===== config.mk =====
export PLATFORM = sky130hd
export DESIGN_NAME = video_sync_decoder_flat
export DESIGN_NICKNAME = d
export VERILOG_FILES = /design/src/rtl/vsd_pkg.sv /design/src/rtl/video_sync_decoder_if.sv /design/src/rtl/vsd_lock_fsm.sv /design/src/rtl/video_sync_decoder.sv /design/src/flat_wrapper.sv
export SDC_FILE = /design/constraint.sdc
export NUM_CORES = 1
export LEC_CHECK = 0
export CAP_MARGIN = 40
export CORE_AREA = 2 2 39 41
export CTS_BUF_LIST = sky130_fd_sc_hd__clkbuf_2
export CTS_CLUSTER_SIZE = 28
export DETAILED_ROUTE_END_ITERATION = 8
export DIE_AREA = 0 0 41 43
export PLACE_DENSITY = 0.69
export SYNTH_ARGS = -nofsm -noshare
export SYNTH_HDL_FRONTEND = slang
export SYNTH_HIERARCHICAL = 1
export SYNTH_SLANG_ARGS = --single-unit
export TNS_END_PERCENT = 30

===== constraint.sdc =====
create_clock -name i_EMU_MCLK -period 1.5 [get_ports i_EMU_MCLK]
set_input_delay 0.3 -clock i_EMU_MCLK [delete_from_list [all_inputs] [get_ports i_EMU_MCLK]]
set_output_delay 0.3 -clock i_EMU_MCLK [all_outputs]
set_load 0.02 [all_outputs]

===== src/rtl/vsd_pkg.sv =====
// Shared types and timing-window constants for the video sync decoder.
// Horizontal/vertical counts are the absolute 9-bit values from the timing generator.
package vsd_pkg;

    typedef enum logic [1:0] {
        ST_UNLOCKED = 2'd0,
        ST_ACQUIRE  = 2'd1,
        ST_LOCKED   = 2'd2,
        ST_HOLD     = 2'd3
    } lock_state_e;

    localparam logic [8:0] H_MIN         = 9'd128;
    localparam logic [8:0] H_MAX         = 9'd511;
    localparam logic [8:0] H_SKIP        = 9'd228;
    localparam logic [8:0] H_ACT_START   = 9'd256;
    localparam logic [8:0] HSYNC_START   = 9'd176;
    localparam logic [8:0] HSYNC_END     = 9'd207;

    localparam logic [8:0] V_MAX         = 9'd511;
    localparam logic [8:0] V_ACT_START   = 9'd272;
    localparam logic [8:0] V_ACT_END     = 9'd495;
    localparam logic [8:0] VSYNC_START   = 9'd500;
    localparam logic [8:0] VSYNC_END     = 9'd503;
    localparam logic [8:0] V_RESTART_MIN = 9'd220;
    localparam logic [8:0] V_RESTART_MAX = 9'd251;

    localparam int unsigned LOCK_LINES = 4;
    localparam int          LINE_CNT_W = 3;
    localparam logic [LINE_CNT_W-1:0] LOCK_LAST = LINE_CNT_W'(LOCK_LINES - 1);

    typedef struct packed {
        logic hblank;
        logic vblank;
        logic hsync_n;
        logic vsync_n;
        logic de;
        logic frame_start;
        logic locked;
    } vsd_out_t;

    localparam vsd_out_t OUT_RST = '{
        hblank:      1'b1,
        vblank:      1'b1,
        hsync_n:     1'b1,
        vsync_n:     1'b1,
        de:          1'b0,
        frame_start: 1'b0,
        locked:      1'b0
    };

    function automatic logic in_window(input logic [8:0] x,
                                       input logic [8:0] lo,
                                       input logic [8:0] hi);
        return (x >= lo) && (x <= hi);
    endfunction

endpackage


===== src/rtl/video_sync_decoder_if.sv =====
// Counter inputs, pixel enable and decoded sync outputs of the video sync decoder.
// master drives the counters (timing generator side); slave is the decoder.
interface video_sync_decoder_if;

    logic       i_EMU_CLK6MPCEN_n;
    logic [8:0] i_ABS_H_CNTR;
    logic [8:0] i_ABS_V_CNTR;

    logic       o_HBLANK;
    logic       o_VBLANK;
    logic       o_HSYNC_n;
    logic       o_VSYNC_n;
    logic       o_DE;
    logic       o_FRAME_START;
    logic       o_LOCKED;

    modport master (
        output i_EMU_CLK6MPCEN_n,
        output i_ABS_H_CNTR,
        output i_ABS_V_CNTR,
        input  o_HBLANK,
        input  o_VBLANK,
        input  o_HSYNC_n,
        input  o_VSYNC_n,
        input  o_DE,
        input  o_FRAME_START,
        input  o_LOCKED
    );

    modport slave (
        input  i_EMU_CLK6MPCEN_n,
        input  i_ABS_H_CNTR,
        input  i_ABS_V_CNTR,
        output o_HBLANK,
        output o_VBLANK,
        output o_HSYNC_n,
        output o_VSYNC_n,
        output o_DE,
        output o_FRAME_START,
        output o_LOCKED
    );

endinterface


===== src/rtl/vsd_lock_fsm.sv =====
// Counter-step classifier and lock state machine; used only when
// VIDEO_SYNC_DECODER_LOCKDET_EN is defined. locked_next_o is the lock state after this sample.
module vsd_lock_fsm
    import vsd_pkg::*;
(
    input  logic       clk_i,
    input  logic       rst_i,
    input  logic       en_i,
    input  logic [8:0] h_i,
    input  logic [8:0] v_i,
    output logic       locked_next_o
);

    lock_state_e            state_q;
    lock_state_e            state_d;
    logic                   prev_valid_q;
    logic [8:0]             prev_h_q;
    logic [8:0]             prev_v_q;
    logic [LINE_CNT_W-1:0]  line_cnt_q;
    logic [LINE_CNT_W-1:0]  line_cnt_d;

    logic line_wrap;
    logic frame_wrap;
    logic h_ok;
    logic v_ok;
    logic step_ok;
    logic line_done;

    // Increments are done 10 bits wide so prev=511 can never alias to 0.
    always_comb begin
        line_wrap  = (prev_h_q == H_MAX);
        frame_wrap = line_wrap && (prev_v_q == V_MAX);
        h_ok       = ({1'b0, h_i} == ({1'b0, prev_h_q} + 10'd1))
                   || (line_wrap && (h_i == H_MIN))
                   || (h_i == H_SKIP);
        if (!line_wrap) begin
            v_ok = (v_i == prev_v_q);
        end else if (!frame_wrap) begin
            v_ok = ({1'b0, v_i} == ({1'b0, prev_v_q} + 10'd1));
        end else begin
            v_ok = in_window(v_i, V_RESTART_MIN, V_RESTART_MAX);
        end
        step_ok   = h_ok && v_ok;
        line_done = step_ok && line_wrap;
    end

    always_comb begin
        state_d    = state_q;
        line_cnt_d = line_cnt_q;
        if (prev_valid_q) begin
            case (state_q)
                ST_UNLOCKED: begin
                    if (step_ok) begin
                        state_d    = ST_ACQUIRE;
                        line_cnt_d = '0;
                    end
                end
                ST_ACQUIRE: begin
                    if (!step_ok) begin
                        state_d = ST_UNLOCKED;
                    end else if (line_done) begin
                        if (line_cnt_q == LOCK_LAST) begin
                            state_d    = ST_LOCKED;
                            line_cnt_d = '0;
                        end else begin
                            line_cnt_d = line_cnt_q + 1'b1;
                        end
                    end
                end
                ST_LOCKED: begin
                    if (!step_ok) begin
                        state_d    = ST_HOLD;
                        line_cnt_d = '0;
                    end
                end
                ST_HOLD: begin
                    if (!step_ok) begin
                        state_d = ST_UNLOCKED;
                    end else if (line_done) begin
                        state_d = ST_LOCKED;
                    end
                end
                default: begin
                    state_d    = ST_UNLOCKED;
                    line_cnt_d = '0;
                end
            endcase
        end
        locked_next_o = (state_d == ST_LOCKED) || (state_d == ST_HOLD);
    end

    always_ff @(posedge clk_i or posedge rst_i) begin
        if (rst_i) begin
            state_q      <= ST_UNLOCKED;
            prev_valid_q <= 1'b0;
            prev_h_q     <= '0;
            prev_v_q     <= '0;
            line_cnt_q   <= '0;
        end else if (en_i) begin
            state_q      <= state_d;
            prev_valid_q <= 1'b1;
            prev_h_q     <= h_i;
            prev_v_q     <= v_i;
            line_cnt_q   <= line_cnt_d;
        end
    end

endmodule


===== src/rtl/video_sync_decoder.sv =====
// Decodes blanking, sync, data-enable and frame-start from absolute H/V counts.
// Lock detection is built in only when VIDEO_SYNC_DECODER_LOCKDET_EN is defined.
module video_sync_decoder
    import vsd_pkg::*;
(
    input  logic                  i_EMU_MCLK,
    input  logic                  i_EMU_RST,
    video_sync_decoder_if.slave   bus
);

    logic       en;
    logic       locked_d;
    logic [8:0] h_cnt;
    logic [8:0] v_cnt;
    logic       hblank_raw;
    logic       vblank_raw;
    logic       hsync_raw_n;
    logic       vsync_raw_n;
    vsd_out_t   out_d;
    vsd_out_t   out_q;

    assign en    = ~bus.i_EMU_CLK6MPCEN_n;
    assign h_cnt = bus.i_ABS_H_CNTR;
    assign v_cnt = bus.i_ABS_V_CNTR;

`ifdef VIDEO_SYNC_DECODER_LOCKDET_EN
    vsd_lock_fsm u_lock_fsm (
        .clk_i         (i_EMU_MCLK),
        .rst_i         (i_EMU_RST),
        .en_i          (en),
        .h_i           (h_cnt),
        .v_i           (v_cnt),
        .locked_next_o (locked_d)
    );
`else
    // Without the detector the output reads locked from the first enabled cycle on.
    assign locked_d = 1'b1;
`endif

    // Gating uses the post-sample lock state so o_DE and o_LOCKED always agree.
    always_comb begin
        hblank_raw  = (h_cnt < H_ACT_START);
        hsync_raw_n = ~in_window(h_cnt, HSYNC_START, HSYNC_END);
        vblank_raw  = (v_cnt < V_ACT_START) || (v_cnt > V_ACT_END);
        vsync_raw_n = ~in_window(v_cnt, VSYNC_START, VSYNC_END);

        out_d             = OUT_RST;
        out_d.hblank      = hblank_raw  | ~locked_d;
        out_d.vblank      = vblank_raw  | ~locked_d;
        out_d.hsync_n     = hsync_raw_n | ~locked_d;
        out_d.vsync_n     = vsync_raw_n | ~locked_d;
        out_d.de          = ~hblank_raw & ~vblank_raw & locked_d;
        out_d.frame_start = (h_cnt == H_ACT_START) && (v_cnt == V_ACT_START) && locked_d;
        out_d.locked      = locked_d;
    end

    always_ff @(posedge i_EMU_MCLK or posedge i_EMU_RST) begin
        if (i_EMU_RST) begin
            out_q <= OUT_RST;
        end else if (en) begin
            out_q <= out_d;
        end
    end

    assign bus.o_HBLANK      = out_q.hblank;
    assign bus.o_VBLANK      = out_q.vblank;
    assign bus.o_HSYNC_n     = out_q.hsync_n;
    assign bus.o_VSYNC_n     = out_q.vsync_n;
    assign bus.o_DE          = out_q.de;
    assign bus.o_FRAME_START = out_q.frame_start;
    assign bus.o_LOCKED      = out_q.locked;

endmodule

===== src/flat_wrapper.sv =====
// flat-port wrapper written by rule: the top's interface ports become plain ports
module video_sync_decoder_flat import vsd_pkg::*;
  (i_EMU_MCLK, i_EMU_RST, bus_i_EMU_CLK6MPCEN_n, bus_i_ABS_H_CNTR, bus_i_ABS_V_CNTR, bus_o_HBLANK, bus_o_VBLANK, bus_o_HSYNC_n, bus_o_VSYNC_n, bus_o_DE, bus_o_FRAME_START, bus_o_LOCKED);
  video_sync_decoder_if bus_i ();
  input  logic i_EMU_MCLK;
  input  logic i_EMU_RST;
  input wire logic [$bits(bus_i.i_EMU_CLK6MPCEN_n)-1:0] bus_i_EMU_CLK6MPCEN_n;
  input wire logic [$bits(bus_i.i_ABS_H_CNTR)-1:0] bus_i_ABS_H_CNTR;
  input wire logic [$bits(bus_i.i_ABS_V_CNTR)-1:0] bus_i_ABS_V_CNTR;
  output wire logic [$bits(bus_i.o_HBLANK)-1:0] bus_o_HBLANK;
  output wire logic [$bits(bus_i.o_VBLANK)-1:0] bus_o_VBLANK;
  output wire logic [$bits(bus_i.o_HSYNC_n)-1:0] bus_o_HSYNC_n;
  output wire logic [$bits(bus_i.o_VSYNC_n)-1:0] bus_o_VSYNC_n;
  output wire logic [$bits(bus_i.o_DE)-1:0] bus_o_DE;
  output wire logic [$bits(bus_i.o_FRAME_START)-1:0] bus_o_FRAME_START;
  output wire logic [$bits(bus_i.o_LOCKED)-1:0] bus_o_LOCKED;
  assign bus_i.i_EMU_CLK6MPCEN_n = bus_i_EMU_CLK6MPCEN_n;
  assign bus_i.i_ABS_H_CNTR = bus_i_ABS_H_CNTR;
  assign bus_i.i_ABS_V_CNTR = bus_i_ABS_V_CNTR;
  assign bus_o_HBLANK = bus_i.o_HBLANK;
  assign bus_o_VBLANK = bus_i.o_VBLANK;
  assign bus_o_HSYNC_n = bus_i.o_HSYNC_n;
  assign bus_o_VSYNC_n = bus_i.o_VSYNC_n;
  assign bus_o_DE = bus_i.o_DE;
  assign bus_o_FRAME_START = bus_i.o_FRAME_START;
  assign bus_o_LOCKED = bus_i.o_LOCKED;
  video_sync_decoder u_core (.i_EMU_MCLK(i_EMU_MCLK), .i_EMU_RST(i_EMU_RST), .bus(bus_i));
endmodule

======== Word level (Yosys, flattened, before mapping) ========
Cells that the tools add are included.
operators by class
  $add $sub $neg .......................... 0
  multipliers ............................. 0
  div/mod/pow operators ................... 0
  magnitude comparators ................... 7
  equality and inequality tests ........... 2
  shifts and indexed selects .............. 0
  mux-type cells .......................... 0
  bitwise gates (word level) .............. 5
  reduce and logical (&&, ||, !) cells .... 4
operator list
  cell                count
  $eq 9x9->1 const B  2
  $lt 9x9->1 const B  2
  $ge 9x8->1 const B  1
  $ge 9x9->1 const B  1
  $gt 9x9->1 const B  1
  $le 9x8->1 const B  1
  $le 9x9->1 const B  1
  $not 1->1           4
  $logic_and 1x1->1   3
  $and 1x1->1         1
  $logic_or 1x1->1    1
storage, ports and cells
  flip-flop bits (word level) ............. 7
  bits in latches ......................... 0
  RAM bits ................................ 0
  bits in read-only memories .............. 0
  input bits .............................. 21
  output and inout port bits .............. 7
  word-level logic and storage cells ...... 25
  memories ................................ 0

======== Logic depth before layout (Yosys ltp) ========
  word-level depth ........................ 4
  gate-level depth with buffers ........... 3
  mapped depth without buffers ............ 3

======== Worst setup path before layout ========
OpenSTA, ideal clock, no wires.
  kind .................................... input to register
  start point ............................. in bus_i_ABS_V_CNTR[4]
  end point ............................... reg u_core.out_q, in the netlist u_core/bus.o_DE
  library setup time ...................... 0.126 ns
  arrival ................................. 0.973 ns
  data required time ...................... 1.374 ns
  setup slack ............................. 0.400 ns
  cell stages on the path ................. 3
  buffers on the path ..................... 0
  cell sequence ........................... or4_1 -> nand3_1 -> o21ai_0
on the way
  cells in the longest elaborated chain, start to end .. 4
  elaborated cells on any way between the ends .. 5
  those cells by class .................... 2 x order compare; 2 x bitwise; 1 x reduce/logical
ends and longest elaborated chain
  what                                             line                      RTL
  start: declaration                               flat_wrapper.sv:9         input wire logic [$bits(bus_i.i_ABS_V_CNTR)-1:0] bus_i_ABS_V_CNTR;
  $lt 9x9->1 / $gt 9x9->1 (equally long branches)  video_sync_decoder.sv:44  vblank_raw = (v_cnt < V_ACT_START) || (v_cnt > V_ACT_END);
  $logic_or 1x1->1 (*)                             video_sync_decoder.sv:44
  $not 1->1 (*)                                    video_sync_decoder.sv:52  out_d.de = ~hblank_raw & ~vblank_raw & locked_d;
  $and 1x1->1 (*)                                  video_sync_decoder.sv:52
  end signal: assignment                           video_sync_decoder.sv:61  out_q <= out_d;
  end: declaration                                 video_sync_decoder.sv:20  vsd_out_t out_q;
Every way passes the cells marked *; elsewhere a longest branch is shown, timed or not.
A chain may end at the register's enable or synchronous reset.

======== Final worst setup path ========
  start point ............................. reg u_core.out_q, in the netlist u_core/bus.o_HBLANK
  end point ............................... out bus_o_HBLANK
RTL lines
  what              line                RTL
  end: declaration  flat_wrapper.sv:10  output wire logic [$bits(bus_i.o_HBLANK)-1:0] bus_o_HBLANK;
No word-level cell between the ends.

==> results <==
## through the flow
step	setup TNS [ns]	hold slack, ns	instance area [sq um]	utilization (%)
2_1_floorplan	0	0.100	354	-
3_3_place_gp	-0.0713	0.446	669	48.4
3_5_place_dp	-0.0801	0.454	669	48.4
4_1_cts	0	0.283	683	49.4
5_1_grt	0	0.323	688	49.7
6_report	0	0.278	688	49.7
## timing repair
item / in CTS / in global routing
gates resized for setup: 5 / 2
setup endpoints to repair: 5 / 2
endpoints found under the hold margin: 0 / 0
## flip-flops by register name, indices dropped and copies added, names as in the netlist
name	flops
u_core/bus.o_DE	1
u_core/bus.o_FRAME_START	1
u_core/bus.o_HBLANK	1
u_core/bus.o_HSYNC_n	1
u_core/bus.o_LOCKED	1
u_core/bus.o_VBLANK	1
u_core/bus.o_VSYNC_n	1
## cells in the mapped netlist
cell type and count:
sky130_fd_sc_hd__buf_2 1, sky130_fd_sc_hd__nor3_1 2, sky130_fd_sc_hd__nor4bb_1 1, sky130_fd_sc_hd__mux2_2 1, sky130_fd_sc_hd__nand4_1 1, sky130_fd_sc_hd__or4_1 1, sky130_fd_sc_hd__nand2b_1 3, sky130_fd_sc_hd__a21oi_1 1
sky130_fd_sc_hd__and3_1 1, sky130_fd_sc_hd__dfrtp_1 3, sky130_fd_sc_hd__inv_1 3, sky130_fd_sc_hd__nor2_1 1, sky130_fd_sc_hd__o22ai_1 1, sky130_fd_sc_hd__nor4_1 2, sky130_fd_sc_hd__nor4b_1 1, sky130_fd_sc_hd__a32o_1 1
sky130_fd_sc_hd__nand3b_1 1, sky130_fd_sc_hd__dfstp_2 4, sky130_fd_sc_hd__a32oi_1 1, sky130_fd_sc_hd__nand3_1 1, sky130_fd_sc_hd__nand2_1 2, sky130_fd_sc_hd__a21o_1 1, sky130_fd_sc_hd__o21ai_0 1
## cell type report
type / count / area [sq um] / area share, %
flip-flops and latches: 7 / 180 / 26.2
repair buffers: 31 / 299 / 43.5
clock buffers: 4 / 20.0 / 2.91
well taps: 16 / 20.0 / 2.91
inverters: 3 / 11.3 / 1.64
multi-input cells: 24 / 158 / 22.9
## worst paths after layout
| kind | cells past startpoint | start | end |
|---|---|---|---|
| setup / recovery | 1 | u_core/bus.o_HBLANK | bus_o_HBLANK |
| hold / removal | 2 | i_EMU_RST | u_core/bus.o_FRAME_START |
| setup reg to reg | 2 | u_core/bus.o_HSYNC_n | u_core/bus.o_HSYNC_n |
| hold reg to reg | 2 | u_core/bus.o_HSYNC_n | u_core/bus.o_HSYNC_n |
| max in group asynchronous | 2 | i_EMU_RST | u_core/bus.o_HSYNC_n |
| min in group i_EMU_MCLK | 2 | u_core/bus.o_HSYNC_n | u_core/bus.o_HSYNC_n |
## routing by layer
metal | share of wire [%] | wire [um]
met1 | 42 | 383
met2 | 49 | 448
met3 | 8.4 | 77
met4 | 0.87 | 8
met5 | 0 | 0
## power breakdown
group | switching [mW] | internal (mW) | total [mW] | leakage, nW
logic | 0.0433 | 0.0745 | 0.118 | 0.216
clock network | 0.0702 | 0.0708 | 0.141 | 0.0166
registers | 0.00459 | 0.203 | 0.207 | 0.0779
## kinds of logic after synthesis
logic type / count (synthesis) / share of synthesized area, %
AO/OA/AOI/OAI: 6 / 12.0
buffers and inverters: 4 / 4.59
flip-flops: 7 / 50.9
multiplexers: 1 / 3.18
AND/OR/NAND/NOR: 17 / 29.3
==> results_tabular.tex <==
\begin{tabular}{lr}
\hline
Metric & Value \\
\hline
\multicolumn{2}{l}{\textbf{Power and ir drop}} \\
Total power divided by cell area & roughly 680 nW/um\^{}2 \\
Tot Pwr & around 0.47 mW \\
Highest ir drop seen on vdd & 0.459 mV \\
Static leakage power & 0.311 nW \\
\multicolumn{2}{l}{\textbf{GRT}} \\
Met2 usage & 18.8\% \\
Global routing met3 resource utilization & 6.81\% \\
Tot GR Track Use & roughly 13\% \\
Number of antenna violations at the first check in global routing & 0 \\
Grt met1 use & between 10\% and 20\% \\
Pin count of the biggest net entering global routing & 11 \\
Gr busiest metal & met2 \\
First-pass GRT wire length & roughly 1500 um \\
Vias in the first global route & approximately 400 \\
GRT overflow & 0 \\
\multicolumn{2}{l}{\textbf{Critical path}} \\
List of cells traversed by the critical path & dlygate4sd2\_1 \\
Type of destination of the critical path & primary output \\
WP buf/inv & 1 \\
Delay of the slowest cell on the worst path & around 0.53 ns \\
Minimum setup slack among reg-to-reg paths & 0.72 ns \\
CP Max Fanout & 2 \\
Worst Path Required & approximately 1.2 ns \\
Critical path class & flop to primary output \\
Critical Path Start Type & flop \\
Crit path arrival time & roughly 1.1 ns \\
Slowest cell on crit path & sky130\_fd\_sc\_hd\_\_dfstp\_2 \\
Kind of cell adding the most delay to the critical path & flip-flops \\
\multicolumn{2}{l}{\textbf{Final layout}} \\
Filler Cell Count & 140 \\
Proportion of layout cells with a drive suffix above 1 & 18.8\% \\
Net total in the final layout & 91 \\
Synthesis-to-finish area growth & 94.3\% \\
ANT cells & 0 \\
Final cell count without fillers & 85 \\
Top library cells by usage in the layout, fill and taps aside & 20 x sky130\_fd\_sc\_hd\_\_clkdlybuf4s50\_1, 5 x sky130\_fd\_sc\_hd\_\_dlygate4sd2\_1, 4 x sky130\_fd\_sc\_hd\_\_clkbuf\_2, 4 x sky130\_fd\_sc\_hd\_\_dfstp\_2, 4 x sky130\_fd\_sc\_hd\_\_buf\_4 \\
Most common cell after layout, fill and taps aside & sky130\_fd\_sc\_hd\_\_clkdlybuf4s50\_1 \\
\multicolumn{2}{l}{\textbf{Route}} \\
Iter 0 DRT Violations & 1 \\
Residual antenna-violating net count after detailed routing & 0 \\
Routed vias/inst & 4.60 \\
DR pass1 iterations & 4 \\
Total Wirelength & 919 um \\
Vias post-DR & $\sim$400 \\
DRC errors left & 0 \\
WL per Instance & around 11 um \\
\multicolumn{2}{l}{\textbf{STA}} \\
Final Critical Period & between 1 and 1.5 ns \\
Final worst slack & $\sim$0.11 ns \\
Final Hold Violating Endpoints & 0 \\
Setup clock skew after layout & 0 ns \\
Ratio of final minimum period to clock period & 92.9\% \\
Worst rel slew slack & approximately 83\% \\
Final-report max-slew violation count & 0 \\
Maximum clock frequency & 718 MHz \\
Setup repair after global routing missed its margin & no \\
Least-Margin Pin Slew & roughly 0.25 ns \\
Final count of negative-setup-slack endpoints & 0 \\
\multicolumn{2}{l}{\textbf{CTS}} \\
Postcts setup bufs & 0 \\
Number of buffers created by CTS & 3 \\
Buffer cell driving the clock tree root & sky130\_fd\_sc\_hd\_\_clkbuf\_2 \\
Insertion delay to the later sink of the worst-skew pair & 0.23 ns \\
Num Clock Sinks & 7 \\
Hold-fix buffers at CTS & 0 \\
H-tree levels & 1 \\
Number of buffers on the longest clock path & 2 \\
Reg clk slew, reported paths & roughly 0.080 ns \\
TritonCTS clock tree & done \\
\multicolumn{2}{l}{\textbf{Die}} \\
Overall die width & $\sim$41 um \\
Initial core utilization & approximately 26\% \\
DIE AREA & 1760 sq um \\
Number of ports placed on the die boundary & 28 \\
Std cell rows & 14 \\
Die height & between 40 and 50 um \\
Core region area & between 1000 and 1500 sq um \\
\multicolumn{2}{l}{\textbf{Synthesis}} \\
Count of mapped cells out of synthesis & 35 \\
Syn Std Cell Area & about 350 sq um \\
Fraction of the yosys area taken by sequential cells & between 50\% and 60\% \\
Dominant cell type by area after synthesis & sky130\_fd\_sc\_hd\_\_dfstp\_2 \\
Synth cell types & 23 \\
Leading post-synthesis cells by cell area & sky130\_fd\_sc\_hd\_\_dfstp\_2 30\%, sky130\_fd\_sc\_hd\_\_dfrtp\_1 21\%, sky130\_fd\_sc\_hd\_\_nand2b\_1 5.3\%, sky130\_fd\_sc\_hd\_\_nor4\_1 3.5\%, sky130\_fd\_sc\_hd\_\_inv\_1 3.2\% \\
Mean Syn Cell Area & roughly 10 sq um \\
Flop and latch count out of synthesis & 7 \\
Post-Syn Nets & 56 \\
Yosys synthesis warning count & 6 \\
Area share of the largest cell type after synthesis & a little under 30\% \\
\multicolumn{2}{l}{\textbf{Place}} \\
Half-perimeter wire length of the detailed placement result & $\sim$800 um \\
Cell total after placement & roughly 80 \\
Final weighted congestion in routability-driven placement & between 0.6 and 0.7 \\
Post-placement setup slack & -0.0441 ns \\
Number of port buffers & 27 \\
\multicolumn{2}{l}{\textbf{Run}} \\
Max-cap violations & 0 \\
\multicolumn{2}{l}{\textbf{Min path}} \\
Type of the most critical hold path & input port to async pin \\
\multicolumn{2}{l}{\textbf{Status}} \\
Run status & finished, final reports clean \\
\hline
\end{tabular}
(Power assumes the default switching activity.)
